[src/rtl/psum_drain_if.sv]
// Column-bottom partial-sum stream in, finished-pixel stream out, plus status.
// Producer/consumer side uses master, psum_drain uses slave.
interface psum_drain_if #(
   parameter int W  = 32,
   parameter int CW = 2
) ();
   logic signed [W-1:0]  psum_in;
   logic                 psum_valid;
   logic                 psum_ready;
   logic                 flush;
   logic signed [W-1:0]  out_data;
   logic                 out_valid;
   logic                 out_ready;
   logic                 sat_flag;
   logic [CW-1:0]        pass_cnt;

   modport master (
      output psum_in, psum_valid, flush, out_ready,
      input  psum_ready, out_data, out_valid, sat_flag, pass_cnt
   );

   modport slave (
      input  psum_in, psum_valid, flush, out_ready,
      output psum_ready, out_data, out_valid, sat_flag, pass_cnt
   );
endinterface

[src/rtl/psum_drain.sv]
// Accumulates ACC_PASSES saturating partial sums per pixel into a small output FIFO (ReLU at push with PSUM_DRAIN_RELU_EN).
// Latency: pixel completed on accept at cycle N is visible on out_data/out_valid at N+1 (registered head).
// Backpressure: psum_ready drops while the FIFO is full or flush is high; it never looks at out_ready.
module psum_drain #(
   parameter int OUT_DATA_WIDTH = 32,
   parameter int ACC_PASSES     = 3,
   parameter int FIFO_DEPTH     = 4
) (
   input  logic        clk,
   input  logic        reset,
   psum_drain_if.slave bus
);
   localparam int W  = OUT_DATA_WIDTH;
   localparam int CW = $clog2(ACC_PASSES + 1);
   localparam int AW = $clog2(FIFO_DEPTH);
   localparam logic [CW-1:0] LAST_CNT = CW'(ACC_PASSES - 1);

   typedef enum logic {S_ACC, S_LAST} state_t;
   localparam state_t INIT_STATE = (ACC_PASSES == 1) ? S_LAST : S_ACC;

   state_t               state_q;
   logic signed [W-1:0]  acc_q;
   logic [CW-1:0]        pass_cnt_q;
   logic                 sat_q;
   logic [AW-1:0]        wr_ptr_q, wr_ptr_d, rd_ptr_q, rd_ptr_d;
   logic [AW:0]          count_q, count_d;
   logic [W-1:0]         mem_q [FIFO_DEPTH];
   logic [W-1:0]         out_data_q, out_data_d, head_d;
   logic                 out_valid_q, out_valid_d;

   logic signed [W-1:0]  acc_op, sum_sat, push_dat;
   logic signed [W:0]    sum_wide;
   logic                 sum_ovf, fifo_full, accept, push, pop;

   // First pass of a pixel starts from zero so acc never carries stale data.
   always_comb begin
      acc_op   = (pass_cnt_q == '0) ? '0 : acc_q;
      sum_wide = {acc_op[W-1], acc_op} + {bus.psum_in[W-1], bus.psum_in};
      sum_ovf  = sum_wide[W] ^ sum_wide[W-1];
      sum_sat  = sum_wide[W-1:0];
      if (sum_ovf) begin
         sum_sat = sum_wide[W] ? {1'b1, {(W-1){1'b0}}} : {1'b0, {(W-1){1'b1}}};
      end
      push_dat = sum_sat;
`ifdef PSUM_DRAIN_RELU_EN
      if (sum_sat[W-1]) begin
         push_dat = '0;
      end
`endif
   end

   assign fifo_full      = (count_q == (AW+1)'(FIFO_DEPTH));
   assign bus.psum_ready = !fifo_full && !bus.flush;
   assign accept         = bus.psum_valid && bus.psum_ready;
   assign push           = accept && (state_q == S_LAST);
   assign pop            = out_valid_q && bus.out_ready;

   // Next head is the incoming pixel only when nothing older remains after this cycle's pop.
   always_comb begin
      wr_ptr_d = push ? wr_ptr_q + AW'(1) : wr_ptr_q;
      rd_ptr_d = pop  ? rd_ptr_q + AW'(1) : rd_ptr_q;
      count_d  = count_q;
      if (push && !pop) begin
         count_d = count_q + (AW+1)'(1);
      end else if (!push && pop) begin
         count_d = count_q - (AW+1)'(1);
      end
      head_d      = (push && (wr_ptr_q == rd_ptr_d)) ? push_dat : mem_q[rd_ptr_d];
      out_valid_d = (count_d != '0);
      out_data_d  = out_valid_d ? head_d : out_data_q;
   end

   always_ff @(posedge clk) begin
      if (push) begin
         mem_q[wr_ptr_q] <= push_dat;
      end
   end

   always_ff @(posedge clk) begin
      if (reset) begin
         state_q     <= INIT_STATE;
         acc_q       <= '0;
         pass_cnt_q  <= '0;
         sat_q       <= 1'b0;
         wr_ptr_q    <= '0;
         rd_ptr_q    <= '0;
         count_q     <= '0;
         out_valid_q <= 1'b0;
         out_data_q  <= '0;
      end else begin
         wr_ptr_q    <= wr_ptr_d;
         rd_ptr_q    <= rd_ptr_d;
         count_q     <= count_d;
         out_valid_q <= out_valid_d;
         out_data_q  <= out_data_d;
         if (accept && sum_ovf) begin
            sat_q <= 1'b1;
         end
         if (bus.flush) begin
            state_q    <= INIT_STATE;
            acc_q      <= '0;
            pass_cnt_q <= '0;
         end else if (accept) begin
            case (state_q)
               S_ACC: begin
                  acc_q      <= sum_sat;
                  pass_cnt_q <= pass_cnt_q + CW'(1);
                  if (pass_cnt_q == LAST_CNT - CW'(1)) begin
                     state_q <= S_LAST;
                  end
               end
               S_LAST: begin
                  acc_q      <= '0;
                  pass_cnt_q <= '0;
                  state_q    <= INIT_STATE;
               end
               default: state_q <= INIT_STATE;
            endcase
         end
      end
   end

   assign bus.out_data  = out_data_q;
   assign bus.out_valid = out_valid_q;
   assign bus.sat_flag  = sat_q;
   assign bus.pass_cnt  = pass_cnt_q;
endmodule

[src/flat_wrapper.sv]
// flat-port wrapper written by rule: the top's interface ports become plain ports
module psum_drain_flat 
#(
   parameter int OUT_DATA_WIDTH = 32,
   parameter int ACC_PASSES     = 3,
   parameter int FIFO_DEPTH     = 4
)
  (clk, reset, bus_psum_in, bus_psum_valid, bus_flush, bus_out_ready, bus_psum_ready, bus_out_data, bus_out_valid, bus_sat_flag, bus_pass_cnt);
  psum_drain_if #(.W((32)), .CW((2))) bus_i ();
  input  logic clk;
  input  logic reset;
  input wire logic [$bits(bus_i.psum_in)-1:0] bus_psum_in;
  input wire logic [$bits(bus_i.psum_valid)-1:0] bus_psum_valid;
  input wire logic [$bits(bus_i.flush)-1:0] bus_flush;
  input wire logic [$bits(bus_i.out_ready)-1:0] bus_out_ready;
  output wire logic [$bits(bus_i.psum_ready)-1:0] bus_psum_ready;
  output wire logic [$bits(bus_i.out_data)-1:0] bus_out_data;
  output wire logic [$bits(bus_i.out_valid)-1:0] bus_out_valid;
  output wire logic [$bits(bus_i.sat_flag)-1:0] bus_sat_flag;
  output wire logic [$bits(bus_i.pass_cnt)-1:0] bus_pass_cnt;
  assign bus_i.psum_in = bus_psum_in;
  assign bus_i.psum_valid = bus_psum_valid;
  assign bus_i.flush = bus_flush;
  assign bus_i.out_ready = bus_out_ready;
  assign bus_psum_ready = bus_i.psum_ready;
  assign bus_out_data = bus_i.out_data;
  assign bus_out_valid = bus_i.out_valid;
  assign bus_sat_flag = bus_i.sat_flag;
  assign bus_pass_cnt = bus_i.pass_cnt;
  psum_drain #(.OUT_DATA_WIDTH(OUT_DATA_WIDTH), .ACC_PASSES(ACC_PASSES), .FIFO_DEPTH(FIFO_DEPTH)) u_core (.clk(clk), .reset(reset), .bus(bus_i));
endmodule
[config.mk]
export PLATFORM = sky130hd
export DESIGN_NAME = psum_drain_flat
export DESIGN_NICKNAME = d
export VERILOG_FILES = /design/src/rtl/psum_drain_if.sv /design/src/rtl/psum_drain.sv /design/src/flat_wrapper.sv
export SDC_FILE = /design/constraint.sdc
export NUM_CORES = 1
export LEC_CHECK = 0
export ABC_AREA = 1
export CORE_MARGIN = 3
export CORE_UTILIZATION = 40
export CTS_BUF_LIST = sky130_fd_sc_hd__clkbuf_8
export CTS_CLUSTER_SIZE = 24
export DETAILED_ROUTE_END_ITERATION = 6
export SYNTH_ARGS = -nofsm -noshare
export SYNTH_HDL_FRONTEND = slang
export SYNTH_SLANG_ARGS = --single-unit
[constraint.sdc]
create_clock -name clk -period 5 [get_ports clk]
set_input_delay 0.75 -clock clk [delete_from_list [all_inputs] [get_ports clk]]
set_output_delay 0.75 -clock clk [all_outputs]
set_load 0.03 [all_outputs]
======== After elaboration in Yosys (flattened, before gate mapping) ========
Memories as Yosys holds them, arrays and structs flattened. A register that Yosys moved wholly into a read port is not among the register bits.
Index checks and enable logic that the tools add are counted.
word-level totals
  bits in registers ....................... 44
  latch bits .............................. 0
  memory bits (writable) .................. 128
  memory bits (read-only) ................. 0
  input bits .............................. 37
  output and inout bits ................... 37
  logic and storage cells ................. 45
  memories kept ........................... 1
operators by class
  $add $sub $neg .......................... 6
  multiply operators ...................... 0
  divide/modulo/power cells ............... 0
  magnitude comparators ................... 0
  equal/unequal tests ..................... 2
  shift operators ......................... 0
  muxes and demuxes ....................... 12
  bitwise logic cells ..................... 2
  reductions and logical operators ........ 14
memory list
  memory        depth  width  rd ports  clocked after Yosys merged registers in  wr ports  line              source
  u_core.mem_q  4      32     1         1                                        1         psum_drain.sv:27  logic [W-1:0] mem_q [FIFO_DEPTH];
operators by type and width
  kind                 number
  $mux 32              3
  $pmux 32 s2          1
  $add 32x32->33       1
  $logic_and 1x1->1    7
  $add 2x1->2 const B  3
  $mux 3               2
  $logic_not 1->1      4
  $pmux 2 s2           1
  $add 3x1->3 const B  1
  $eq 3x3->1 const B   1
  $mux 1               3
  $reduce_bool 3->1    1
  $sub 3x1->3 const B  1
  $eq 2x1->1 const B   1
  $logic_not 2->1      1
  $mux 2               1
  $pmux 1 s2           1
  $reduce_or 2->1      1
  $not 1->1            1
  $xor 1x1->1          1

======== Logic depth before layout (Yosys ltp) ========
Gate-level depths: netlist (run 1).
  depth in word-level cells ............... 10
  gate-level depth with buffers ........... 23
  mapped depth without buffers ............ 22

======== Least setup slack after synthesis (run 1) ========
OpenSTA, ideal clock, no wires.
  path type ............................... flip-flop to flip-flop
  start ................................... register u_core.pass_cnt_q[0], in the netlist u_core.bus.pass_cnt[0]
  end ..................................... memory u_core.mem_q[0][4] (data pin)
  data arrival time ....................... 2796 ps
  data required time ...................... 4709 ps
  slack ................................... 1913 ps
  cell stages (with the launch flop) ...... 19
  clock period less this slack ............ 3087 ps
  path through ............................ dfxtp_1 -> inv_1 -> ha_1 -> nor2_1 -> ha_1 -> inv_1 -> fa_1 -> inv_1 -> nand3_1 -> nand2_1 -> nand2_1 -> nand2_2 -> nand2_1 -> nand2_2 -> nand2_1 -> nand3_1 -> nand2_1 -> nor2_4 -> o21ai_1
between the ends
  word-level cells in the longest chain between the ends .. 5
  elaborated cells on any way between the ends .. 6
  classes of those cells .................. add/sub: 1; mux: 3; bitwise: 1; reduce/logical: 1
ends and longest elaborated chain
  what                                           line                                source
  from (decl)                                    psum_drain.sv:23                    logic [CW-1:0] pass_cnt_q;
  from (signal assigned)                         psum_drain.sv:107                   pass_cnt_q <= pass_cnt_q + CW'(1);
  $logic_not 2->1 *                              psum_drain.sv:37                    acc_op = (pass_cnt_q == '0) ? '0 : acc_q;
  $mux 32 *                                      psum_drain.sv:37
  $add 32x32->33 *                               psum_drain.sv:38                    sum_wide = {acc_op[W-1], acc_op} + {bus.psum_in[W-1], bus.psum_in};
  $mux 32 / $xor 1x1->1 (equally long branches)  psum_drain.sv:42, psum_drain.sv:39
  $mux 32 *                                      psum_drain.sv:41                    if (sum_ovf) begin
  net u_core.push_dat[4]                         psum_drain.sv:31                    logic signed [W-1:0] acc_op, sum_sat, push_dat;
  to (decl)                                      psum_drain.sv:27
The timed path passes the listed nets; every way through them passes the cells marked *.

======== Worst setup path after layout (run 1) ========
  start ................................... register u_core.pass_cnt_q[0], in the netlist u_core.bus.pass_cnt[0]
  end ..................................... register u_core.acc_q[4]
between the ends
  word-level cells in the longest chain between the ends .. 6
  elaborated cells on any way between the ends .. 7
  classes of those cells .................. add/sub: 1; mux: 4; bitwise: 1; reduce/logical: 1
ends and longest elaborated chain
  what                                           line                                source
  $logic_not 2->1 *                              psum_drain.sv:37
  $mux 32 *                                      psum_drain.sv:37
  $add 32x32->33 *                               psum_drain.sv:38
  $mux 32 / $xor 1x1->1 (equally long branches)  psum_drain.sv:42, psum_drain.sv:39
  $mux 32 *                                      psum_drain.sv:41
  net u_core.push_dat[4]                         psum_drain.sv:31
  $pmux 32 s2 *                                  psum_drain.sv:104                   case (state_q)
  to (signal assigned)                           psum_drain.sv:106                   acc_q <= sum_sat;
  to (decl)                                      psum_drain.sv:22                    logic signed [W-1:0] acc_q;
Marked as above.
A chain may end at the register's enable or synchronous reset.

==> results.txt, run 1 <==
Tcrit/Tclk final: 0.7935
# Max-Cap Violations: 0
met3 usage in global routing: 0.03697
Worst Setup Start Kind: flop
unrepaired setup endpoints after global routing: false
worst hold path type: flop to flop
largest net degree at the start of global routing: 65
Mapped Area: 10830 um^2
DRC viols: 0
crit path DAT: 4310 ps
Hold Startpoint: u_core.bus.out_data[25]$_SDFFE_PP0P_
area leader, netlist: edfxtp_1
n_diodes: 0
CTS clock-pin slew for the worst setup and hold paths: 60 ps
TritonCTS clock tree: yes
initial antenna violation count: 0
area share of the largest cell type after synthesis: 0.3548
io pins: 74
final cell count without fillers: 1768
Core Footprint: 26350 um^2
Clk pwr share: 0.296
most instantiated library cell after synthesis: nand2_1
net switching power: 1.679 mW
met1 GRT Util: 0.2979
setup_tns: 0 ps
kind of critical path: flop to flop
switching share of power: 0.3452
CTS hold repair buffers: 0
Final setup viols: 0
minimum clock period: 3968 ps
FMAX: 0.2520 GHz
Combinational Power Share: 0.294
cts repair resizes: 0
detailed-route via count: 9067
FF-to-FF Start: u_core.bus.pass_cnt[0]$_SDFFE_PP0P_
Avg Cell Area, Syn: 8.108 um^2
Worst slew margin: 0.2477
measured slew at the worst slew-check pin: 1127 ps
Power Density: 388.5 nW/um^2
worst-path maximum fanout: 32
placed insts: 1707
IR drop worst, VDD: 0.2325 mV
final WL: 30530 um
largest cells by area after synthesis: edfxtp_1 (35%), dfxtp_1 (14%), nand2_1 (13%)
H-tree depth: 2
Net Count, Synth: 1415
placer's final routability congestion estimate: 0.9018
GR Overflow Total: 0
Syn-to-layout area delta: 15.59%
Seq pwr share: 0.410
static leakage: 5.242 nW
Synth top cells by count: nand2_1 (365), nor2_1 (205), edfxtp_1 (128), inv_1 (124), dfxtp_1 (76)
Post-DP HPWL: 20380 um
Slew Limit Fails: 0
Die ar.: 29090 um^2
drt pass-1 iters: 5
post-CTS setup buffers: 0
Register Area: 5365 um^2
Final Net Count: 1487
Die W: 170.6 um
Final ANT Viol Nets: 0
Post-synth EDFFs: 128
Distinct cells, synth: 41
number of synthesized register bits: 204
layout cells sized above 1: 0.09211
cells after synthesis: 1336
GRT Max-Usage Layer: met2
Fin. Hold Viols: 0
Clock Root Buffer: clkbuf_8
Post-DP Area: 11850 um^2
WL/cell: 17.27 um
chip height: 170.6 um
Main synth FF type: edfxtp_1
Multi-input gate area: 4735 um^2
I/O Buffers: 73
Hold WS: 449.4 ps
Ys Warns: 0
number of global-route vias before repair: 8716
CP Launch Point: u_core.bus.pass_cnt[0]$_SDFFE_PP0P_
Num CTS Buffers: 34
fillcell total: 2604
met2 usage in global routing: 0.3344
Required @ worst endpoint: 5340 ps
all-layer global routing usage: 0.2099
initial core utilization: 0.4111
async set-reset flop share out of synthesis: 0
FP Rows: 59
Int Power: 3.185 mW
Vias/cell: 5.128
1st-iter DRT viols: 656
post-synthesis sequential area ratio: 0.4953
status: completed
CTS max path bufs: 3
Worst-Skew Late Latency: 500 ps
clk sinks: 204
Worst Skew: 21.24 ps
Setup crit end kind: flop
design area: 12520 um^2
global-route wire length before repair: 48020 um
critical path, stage by stage (launching register included):
cell and delay [ps]:
dfxtp_1 390, inv_1 80, ha_1 190, buf_4 240
nor2_1 220, ha_1 200, inv_1 50, fa_1 400
inv_1 90, nand3_1 70, nand2_1 140, nand2_1 80
nand2_2 80, nand2_1 70, nand2_2 100, nand2_1 110
nand2_2 90, nand2_2 60, nand2_4 140, nor2_8 60
inv_4 450, o21ai_1 300, nand2_1 120, a21oi_1 60
cell families after synthesis:
family          count (synthesis)  synth area share
simple gates                  656            0.2468
compound gates                228            0.1201
flops                         204            0.4953
buf+inv                       184           0.07011
fa+ha+maj                      42           0.04920
xor+xnor                       22           0.01848
cell usage in the layout, fill, tap and decap left out, types with 10 or more instances in the layout:
cell / count
o21ai_0: 71
nand3_1: 38
o22ai_1: 25
inv_2: 10
o21ai_1: 29
xor2_1: 17
dfxtp_1: 76
clkdlybuf4s50_1: 73
nor2_1: 200
edfxtp_1: 128
inv_1: 135
buf_4: 12
a21oi_1: 73
nand2_2: 34
ha_1: 41
nand2_1: 362
clkbuf_8: 41
per-layer routing:
| layer | share of wire | vias to the layer above | wire length [um] |
|---|---|---|---|
| li1 | - | 4502 | - |
| met1 | 0.47 | 4231 | 14350 |
| met2 | 0.44 | 297 | 13570 |
| met3 | 0.068 | 37 | 2072 |
| met4 | 0.018 | 0 | 544 |
| met5 | 0 | - | 0 |
cell type report:
type / count / share of cell area
clock buffers: 41 / 0.04506
repair buffers: 85 / 0.06555
flip-flops and latches: 204 / 0.4285
multi-input cells: 948 / 0.3781
clock inverters: 20 / 0.008693
inverters: 135 / 0.04067
well taps: 335 / 0.03347
state kept, by name, indices dropped and copies added (netlist names):
signal and count:
u_core.rd_ptr_q 2, u_core.acc_q 32, u_core.mem_q 128, u_core.count_q 3
u_core.bus.out_data 32, u_core.state_q 1, u_core.wr_ptr_q 2, u_core.bus.sat_flag 1
u_core.bus.pass_cnt 2, u_core.bus.out_valid 1
metrics by stage:
step / util / power [mW] / worst slack [ps]
after detailed placement: 0.4496 / 3.464 / 979.3
final: 0.4751 / 4.864 / 1032
after global routing: 0.4751 / 5.126 / 701.9
after floorplan: - / 2.963 / 1913
after CTS: 0.4751 / 4.902 / 1039
after global placement: 0.4496 / 3.449 / 1027
power groups by stage:
| stage | logic [mW] | registers, mW | clock network (mW) |
|---|---|---|---|
| 2_1_floorplan | 0.772 | 2.19 | 0 |
| 3_3_place_gp | 1.42 | 2.03 | 0 |
| 3_5_place_dp | 1.43 | 2.03 | 0 |
| 4_1_cts | 1.44 | 2.00 | 1.47 |
| 5_1_grt | 1.58 | 2.01 | 1.54 |
| 6_report | 1.43 | 1.99 | 1.44 |
final timing paths:
path / end / slack, ps / depth (start not counted)
worst max-delay path: u_core.acc_q[4]$_SDFFE_PP0P_ / 1030 / 23
worst min-delay path: u_core.bus.out_data[25]$_SDFFE_PP0P_ / 450 / 2
worst max register to register: u_core.acc_q[4]$_SDFFE_PP0P_ / 1030 / 23
worst min register to register: u_core.bus.out_data[25]$_SDFFE_PP0P_ / 450 / 2
Note: power is estimated with default switching activity, not from simulation.
==> inputs of run 2 (changes only) <==
clock period = 3.6 ns   (was 5 ns; I/O delays follow)
==> run 2 against run 1 <==
  * Global-route usage increased by 0.47 points
  * Register-to-register slack got worse by 780 ps
  * Count of clock-buffer cells in the layout increased by 4
  * Clock skew decreased by 2.1 ps
  * Final area increased by 2.3%
  * Die area unchanged
  * Maximum frequency increased by 19%
  * Combinational power increased by 43%
  * Wire length increased by 3.0%
  * Critical path type unchanged
==> results.txt, run 2 (synthesis gave the netlist of run 1 again) <==
Core Footprint: 26350 um^2
minimum clock period: 3345 ps
Clk pwr share: 0.300
Largest register FFs: 128
initial antenna violation count: 0
CTS clock-pin slew for the worst setup and hold paths: 60 ps
Num CTS Buffers: 35
IR drop worst, VDD: 0.2224 mV
Final Net Count: 1511
I/O Buffers: 73
switching share of power: 0.3460
final WL: 31450 um
Multi-input gate area: 4762 um^2
Place WS: 128.3 ps
n_diodes: 0
FMAX: 0.2990 GHz
design area: 12810 um^2
commonest cells after routing, fill and taps aside: nand2_1 (364), nor2_1 (197), inv_1 (134), edfxtp_1 (128), dfxtp_1 (76)
crit path DAT: 3780 ps
Worst Setup Start Kind: flop
CTS max path bufs: 3
DRC viols: 0
worst-path maximum fanout: 23
Setup crit end kind: flop
Seq pwr share: 0.402
H-tree depth: 2
Critical Path End: u_core.acc_q[4]$_SDFFE_PP0P_
Clock Root Buffer: clkbuf_8
net switching power: 2.378 mW
GR Overflow Total: 0
measured slew at the worst slew-check pin: 722.3 ps
Int Power: 4.494 mW
r2r setup slk: 260 ps
final cell count without fillers: 1794
Fin. Hold Viols: 0
TritonCTS clock tree: yes
R2R depth: 18
Post-DP HPWL: 21570 um
unrepaired setup endpoints after global routing: false
FP Rows: 59
Syn-to-layout area delta: 18.21%
largest net degree at the start of global routing: 65
Post-DP Area: 12070 um^2
placed insts: 1730
Slew Limit Fails: 0
Combinational Power Share: 0.298
io pins: 74
fillcell total: 2551
Hold WS: 452.1 ps
Die ar.: 29090 um^2
most common cell after layout, fill and taps aside: nand2_1
global-route wire length before repair: 48530 um
Worst Skew: 19.10 ps
Final ANT Viol Nets: 0
layout cells sized above 1: 0.1117
post-CTS setup buffers: 0
Worst-Skew Late Latency: 510 ps
WL/cell: 17.53 um
Die W: 170.6 um
kind of critical path: flop to flop
detailed-route via count: 9103
placer's final routability congestion estimate: 0.9340
Tcrit/Tclk final: 0.9291
number of global-route vias before repair: 8531
Final setup viols: 0
Biggest register: u_core.mem_q
1st-iter DRT viols: 762
all-layer global routing usage: 0.2145
setup_tns: 0 ps
RR Endpoint: u_core.acc_q[4]$_SDFFE_PP0P_
CP Launch Point: u_core.bus.pass_cnt[1]$_SDFFE_PP0P_
clk sinks: 204
Worst slew margin: 0.5185
final worst slack: 255.4 ps
worst hold path type: flop to flop
FF-to-FF Start: u_core.bus.pass_cnt[1]$_SDFFE_PP0P_
Register Area: 5365 um^2
Power Density: 536.6 nW/um^2
chip height: 170.6 um
# Max-Cap Violations: 0
Vias/cell: 5.074
status: completed
drt pass-1 iters: 6
static leakage: 5.395 nW
initial core utilization: 0.4111
Required @ worst endpoint: 4040 ps
-- run 2: cell count changes in the layout (fill, tap and decap cells not counted), moves of 2 or more --
cell	before	now
buf_12	0	4
inv_6	0	2
buf_4	12	31
nor2_2	6	9
nand2_2	34	32
clkbuf_8	41	45
nor2_1	200	197
nand2_1	362	364
-- run 2: critical path: stages, from the launching register on --
cell	delay [ps]
dfxtp_1	360
inv_1	70
ha_1	270
buf_12	200
nor2_1	260
ha_1	350
nand2_1	80
nand2_1	70
a21oi_1	180
nand2_1	120
a21oi_2	180
nand2_1	90
nand2_1	80
nand2_2	140
nor2_8	190
inv_6	100
o21ai_1	280
nand2_1	110
a21oi_1	140
-- run 2: layer usage --
| layer | wire (um) | share of wire | up-vias | global-route usage |
|---|---|---|---|---|
| li1 | - | - | 4553 | - |
| met3 | 1997 | 0.063 | 33 | 0.03581 |
| met1 | 15060 | 0.48 | 4230 | 0.3173 |
| met5 | 0 | 0 | - | 0 |
| met2 | 13930 | 0.44 | 287 | 0.3301 |
| met4 | 468 | 0.015 | 0 | 0.05150 |
-- run 2: metrics by stage --
step / power, mW / util
after floorplan: 4.115 / -
after global placement: 4.863 / 0.4579
after detailed placement: 4.871 / 0.4579
after CTS: 6.930 / 0.4846
after global routing: 7.240 / 0.4859
final: 6.872 / 0.4859
-- run 2: how the worst min path moves through the flow --
| stage | endpoint | slack, ps | from | depth (start not counted) |
|---|---|---|---|---|
| 3_5_place_dp | u_core.bus.out_data[6]$_SDFFE_PP0P_ | 440 | u_core.bus.out_data[6]$_SDFFE_PP0P_ | 2 |
| 5_1_grt | u_core.bus.out_data[20]$_SDFFE_PP0P_ | 460 | u_core.bus.out_data[20]$_SDFFE_PP0P_ | 2 |
| 3_3_place_gp | u_core.bus.out_data[29]$_SDFFE_PP0P_ | 440 | u_core.bus.out_data[29]$_SDFFE_PP0P_ | 2 |
| 6_report | u_core.bus.out_data[6]$_SDFFE_PP0P_ | 450 | u_core.bus.out_data[6]$_SDFFE_PP0P_ | 2 |
| 2_1_floorplan | u_core.acc_q[0]$_SDFFE_PP0P_ | 450 | u_core.acc_q[0]$_SDFFE_PP0P_ | 2 |
| 4_1_cts | u_core.bus.out_data[6]$_SDFFE_PP0P_ | 450 | u_core.bus.out_data[6]$_SDFFE_PP0P_ | 2 |
-- run 2: power by group through the flow --
stage / sequential, mW / clock, mW / combinational (mW)
final: 2.76 / 2.06 / 2.05
after floorplan: 3.04 / 0 / 1.07
after detailed placement: 2.81 / 0 / 2.06
after CTS: 2.77 / 2.10 / 2.06
after global routing: 2.78 / 2.21 / 2.25
after global placement: 2.82 / 0 / 2.05
-- run 2: cell type report --
type,count,share of cell area
clock buffers,45,0.04836
clock inverters,19,0.006644
inverters,135,0.03996
multi-input cells,948,0.3719
flip-flops and latches,204,0.4190
well taps,335,0.03273
repair buffers,108,0.08149
-- run 2: what timing repair did --
item | in CTS | in global routing
setup endpoints to repair | 0 | 104
resized for setup | 0 | 8
hold buffers | 0 | 0
